$ cat src/rtl/uart_rx_fifo.sv
// uart_rx_fifo: captures UART receiver bytes with framing flag into a FWFT FIFO with sticky overrun
module uart_rx_fifo #(
  parameter int DEPTH = 8,
  parameter int WIDTH = 8
) (
  input  logic                   clk,
  input  logic                   clr_n,
  input  logic [WIDTH-1:0]       rx_data,
  input  logic                   rdrf,
  input  logic                   FE,
  output logic                   rdrf_clr,
  input  logic                   rd_en,
  output logic [WIDTH-1:0]       rd_data,
  output logic                   rd_fe,
  output logic                   empty,
  output logic                   full,
  output logic [$clog2(DEPTH):0] count,
  output logic                   overrun,
  input  logic                   ovr_clr
);
  localparam int AW = $clog2(DEPTH);
  localparam int CW = AW + 1;
  typedef enum logic {IDLE, WAIT_LOW} state_t;
  state_t state_q, state_d;
  logic rdrf_clr_q, rdrf_clr_d, overrun_q, overrun_d;
  logic [AW-1:0] wp_q, wp_d, rp_q, rp_d;
  logic [CW-1:0] count_q, count_d;
  logic [WIDTH:0] mem_q [DEPTH];
  logic [WIDTH:0] mem_d [DEPTH];
  logic cap, wr, pop, drop;
  assign empty    = count_q == '0;
  assign full     = count_q == CW'(DEPTH);
  assign count    = count_q;
  assign overrun  = overrun_q;
  assign rdrf_clr = rdrf_clr_q;
  assign rd_data  = mem_q[rp_q][WIDTH-1:0];
  assign rd_fe    = mem_q[rp_q][WIDTH];
  // next-state: capture once per rdrf assertion; a full FIFO only accepts when popped in the same cycle
  always_comb begin
    cap        = state_q == IDLE && rdrf;
    pop        = rd_en && !empty;
    wr         = cap && (!full || rd_en);
    drop       = cap && full && !rd_en;
    state_d    = state_q == IDLE ? (rdrf ? WAIT_LOW : IDLE) : (rdrf ? WAIT_LOW : IDLE);
    rdrf_clr_d = cap;
    wp_d       = wr ? wp_q + 1'b1 : wp_q;
    rp_d       = pop ? rp_q + 1'b1 : rp_q;
    count_d    = count_q + CW'(wr) - CW'(pop);
    overrun_d  = drop || (overrun_q && !ovr_clr);
    mem_d      = mem_q;
    if (wr) mem_d[wp_q] = {FE, rx_data};
  end
  // control state, pointers, occupancy and flags
  always_ff @(posedge clk or negedge clr_n) begin
    if (!clr_n) begin
      state_q    <= IDLE;
      rdrf_clr_q <= 1'b0;
      overrun_q  <= 1'b0;
      wp_q       <= '0;
      rp_q       <= '0;
      count_q    <= '0;
    end else begin
      state_q    <= state_d;
      rdrf_clr_q <= rdrf_clr_d;
      overrun_q  <= overrun_d;
      wp_q       <= wp_d;
      rp_q       <= rp_d;
      count_q    <= count_d;
    end
  end
  // storage needs no reset; contents are don't-care while empty
  always_ff @(posedge clk) begin
    mem_q <= mem_d;
  end
endmodule
$ cat config.mk
export PLATFORM = sky130hd
export DESIGN_NAME = uart_rx_fifo
export DESIGN_NICKNAME = d
export VERILOG_FILES = /design/src/rtl/uart_rx_fifo.sv
export SDC_FILE = /design/constraint.sdc
export NUM_CORES = 1
export LEC_CHECK = 0
export ABC_AREA = 1
export ABC_CLOCK_PERIOD_IN_PS = 4000
export BUFFER_PORTS_ARGS = -buffer_cell sky130_fd_sc_hd__buf_2
export CELL_PAD_IN_SITES_DETAIL_PLACEMENT = 1
export CELL_PAD_IN_SITES_GLOBAL_PLACEMENT = 1
export CORE_MARGIN = 8
export CORE_UTILIZATION = 43
export CTS_CLUSTER_SIZE = 24
export DETAILED_ROUTE_END_ITERATION = 8
export PLACE_DENSITY_LB_ADDON = 0.1
export SKIP_CTS_REPAIR_TIMING = 1
export SKIP_LAST_GASP = 1
export SYNTH_ARGS = -nofsm -noshare
export SYNTH_HDL_FRONTEND = slang
export SYNTH_SLANG_ARGS = --single-unit
$ cat constraint.sdc
create_clock -name clk -period 4 [get_ports clk]
set_clock_uncertainty 0.15 [all_clocks]
set_input_delay 0.2 -clock clk [delete_from_list [all_inputs] [get_ports clk]]
set_output_delay 0.2 -clock clk [all_outputs]
set_load 0.02 [all_outputs]
-- After elaboration in Yosys (flattened, before gate mapping)
Index checks and enable logic that the tools add are counted.
W data, S select, Z words.
- $add $sub $neg: 4
- reduce and logical (&&, ||, !) cells: 14
- equal/unequal tests: 1
- multiplexer cells: 7
- bitwise logic cells: 3
- magnitude comparators: 3
- operators by type and width (cell ; count):
    $bwmux W72 ; 1
    $bmux W9 S3 ; 1
    $demux W9 S3 ; 1
    $mux W9 ; 3
    $ge A4 B4 Y1 const B ; 2
    $not A3 Y4 ; 2
    $logic_and A1 B1 Y1 ; 7
    $add A3 B1 Y3 const B ; 2
    $add A4 B1 Y4 ; 1
    $eq A4 B4 Y1 const B ; 1
    $logic_not A1 Y1 ; 4
    $logic_not A4 Y1 ; 1
    $lt A4 B1 Y1 const B ; 1
    $sub A4 B1 Y4 ; 1
    $logic_or A1 B1 Y1 ; 2
    $mux W1 ; 1
    $not A1 Y1 ; 1
- bits in registers: 85
- word-level logic and storage cells: 46

-- Longest topological paths before layout
- depth after elaboration: 6
- mapped depth: 11
- mapped depth without buffers: 11

-- Least setup slack after synthesis
Ideal clock, no wire load.
- path type: register -> register
- from: reg count_q[2] (netlist: count[2])
- to: reg count_q[2] (netlist: count[2])
- cell stages (with the launch flop): 11
- arrival time: 2.029 ns
- setup slack: 1.699 ns
- clock period less this slack: 2.301 ns
- path through: dfrtp_1 -> inv_1 -> ha_1 -> nand4_1 -> nand2_2 -> ha_1 -> inv_1 -> ha_1 -> inv_1 -> fa_1 -> xnor2_1
- cells in the longest elaborated chain, start to end: 6
- RTL lines (item ; RTL line ; text):
    start, declared ; 27 ; logic [CW-1:0] count_q, count_d;
    start signal, assigned ; 68 ; count_q <= count_d;
    $eq A4 B4 Y1 ; 32 ; assign full = count_q == CW'(DEPTH);
    $logic_not A1 Y1 ; 42 ; wr = cap && (!full || rd_en);
    $logic_or A1 B1 Y1 ; 42 ;
    $logic_and A1 B1 Y1 ; 42 ;
    $add A4 B1 Y4 ; 48 ; count_d = count_q + CW'(wr) - CW'(pop);
    $sub A4 B1 Y4 * ; 48 ;
    via count_d[2] ; 27 ;
The timed path passes the listed nets; every way through them passes the cells marked *.
A chain may end at the register's enable or synchronous reset.

-- Worst setup path after layout
Ends and elaborated chain as after synthesis.

==> impl_metrics.csv <==
group,metric,value,unit
die,die_h,111,um
cts,clk_pin_slew,0.09,ns
critical_path,r2r-start,"count[2]",
critical_path,worst_setup_path_start_kind,"flop",
cts,htree_levels,3,
cts,cts_tree,"done",
hold_path,worstHoldStart,"rx_data[2]",
timing,hold_violations,5,
place,dp_hpwl,5910,um
synthesis,ys_async_sr_fraction,0.153,
global_routing,grt_pass1_wl,14600,um
timing,fmax,404,MHz
finish,design_area,0.00438,mm2
detailed_routing,drc,0,
finish,nFillCells,1020,
die,core_area,0.00876,mm2
synthesis,synth-main-ff-cell,"edfxtp_1",
status,violations,"negative hold slack",
synthesis,yosys_register_bits,85,
power,power_density,656,mW/mm2
cts,root_buffer,"clkbuf_8",
power,power,2.87,mW
critical_path,worstPathRequired,4.08,ns
die,start_util,0.445,
detailed_routing,viasPerCell,4.79,
critical_path,worstPathMaxFanout,9,
timing,rsz0062_at_grt,"false",
synthesis,synthTopCellsByArea,"edfxtp_1 (55%), nand2_1 (13%), inv_1 (8.6%)",
synthesis,syn-cell-area,0.00390,mm2
finish,drive_gt1_frac,0.117,
detailed_routing,drt_iter0_drc,95,
place,place_congestion,0.736,
detailed_routing,ant_nets,0,
synthesis,yosys-top-cells-count,"nand2_1 (132), inv_1 (89), edfxtp_1 (72), nand3_1 (45), dfrtp_1 (13)",
timing,finalMaxSlewViolations,0,
synthesis,yosys_warnings,0,
cts,clock_sinks,85,
finish,diodes,0,
critical_path,cp-end-kind,"flop",
timing,setup_viol,0,
global_routing,grt_start_max_net_pins,38,
synthesis,syn-num-nets,420,
timing,max_slew_margin,0.284,
power,p_leak,2.09,nW
place,numPortBuffers,30,
timing,fin_crit,2.47,ns
global_routing,antenna_found_initial,0,
flow_run,cap_violations,0,
cts,clk_latency,0.35,ns
die,die_x,111,um
synthesis,yosysSeqAreaShare,0.637,
hold_path,hold_depth,1,
synthesis,syn_avg_cell_area,9.83,um2
hold_path,worst_hold_path_type,"input port to flop",
die,dieArea,0.0124,mm2
synthesis,yosys.area.top_type,"edfxtp_1",
timing,hold_ws,-0.00489,ns
finish,fin_cells,551,
place,post-place-cells,526,
finish,syn_to_final_growth,12.2,%
detailed_routing,firstDrtPassIters,6,
detailed_routing,wirelength,8970,um
critical_path,cp-startpoint,"count[2]",
synthesis,postSynthCellCount,397,
synthesis,synth_edf_count,72,
die,row_count,34,
global_routing,grt_usage,0.151,
detailed_routing,vias,2638,
synthesis,netlist.area_leader.share,0.554,
timing,timing_worst_slew_pin_value,1.07,ns
cts,numCtsBuffers,9,
synthesis,ys_types,22,
detailed_routing,wl_per_cell,16.3,um
status,status,"complete, but fails checks",
global_routing,grt-ovfl-total,0,
synthesis,yosysMostFrequentCell,"nand2_1",
timing,finalCritPeriodShare,0.618,
cts,clockBufferDepth,2,
critical_path,rr_worst_depth,10,
finish,finalNetCount,461,
global_routing,grt_pass1_vias,2822,
critical_path,cp.arrival,2.56,ns
place,placed_area,0.00411,mm2
critical_path,reg2reg_slack,1.53,ns
power,irDropWorstVdd,0.000273,V
die,ios,31,
timing,tns,0,ns
critical_path,path_class,"flop to flop",
-- kinds of logic (layout without fill, tap and decap cells) --
group,Yosys count,count (layout),share of synthesized area
and+or+nand+nor,190,190,0.200
buffers and inverters,104,150,0.115
DFF,85,85,0.637
adders and majority gates,9,9,0.0308
xor gates and xnor gates,5,5,0.0112
AOI/OAI and AO/OA,4,4,0.00513
-- metal layers --
layer,global-route usage,vias up,routed length (um)
met1,0.189,1289,4320
met4,0.0587,0,148
li1,-,1311,-
met2,0.254,25,4300
met3,0.0238,13,201
met5,0,-,0
-- flip-flops by register name (all words and copies together) (netlist names) --
signal    count
mem_q        72
count         4
rp_q          3
wp_q          3
overrun       1
rdrf_clr      1
state_q       1
-- area by class of cell --
class | count | area [um2] | area share
Sequential cell | 85 | 2490 | 0.568
Timing Repair Buffer | 42 | 263 | 0.0600
Clock buffer | 10 | 128 | 0.0291
Clock inverter | 6 | 50.0 | 0.0114
Inverter | 92 | 353 | 0.0805
Multi-Input combinational cell | 208 | 965 | 0.220
Tap cell | 108 | 135 | 0.0308
-- metrics by stage --
stage | utilization | setup WS (ns)
floorplan | - | 1.70
global placement | 0.469 | 1.62
detailed placement | 0.469 | 1.53
CTS | 0.490 | 1.50
global route | 0.500 | 1.34
finish | 0.500 | 1.53
-- path summary, 6_finish.rpt --
kind,endpoint
worst max register to register,count[2]
max in group asynchronous,count[2]
min in group asynchronous,state_q
worst min-delay path,mem_q[47]
worst max-delay path,count[2]
worst min register to register,rdrf_clr
-- cells in the final DEF, fill, tap and decap left out, types with 4 or more instances in the layout --
master and count:
nor2_1 9, inv_1 89, dfrtp_1 13, edfxtp_1 72, ha_1 8, clkinv_4 4
dlygate4sd3_1 9, clkbuf_8 9, nand2_1 132, nand3_1 45, buf_2 30
-- power breakdown --
group          leakage, nW  switching (mW)  internal [mW]
registers            0.809           0.144           1.06
logic                 1.20           0.755          0.363
clock network       0.0827           0.316          0.230
-- worst max-delay path, cell delays in order (launching register included) --
cell	delay [ns]
dfrtp_1	0.38
inv_1	0.11
ha_1	0.21
nand4_1	0.22
nand2_2	0.23
ha_1	0.26
inv_1	0.06
ha_1	0.17
inv_1	0.06
fa_1	0.38
xnor2_1	0.14
Note: power is estimated with default switching activity, not from simulation.
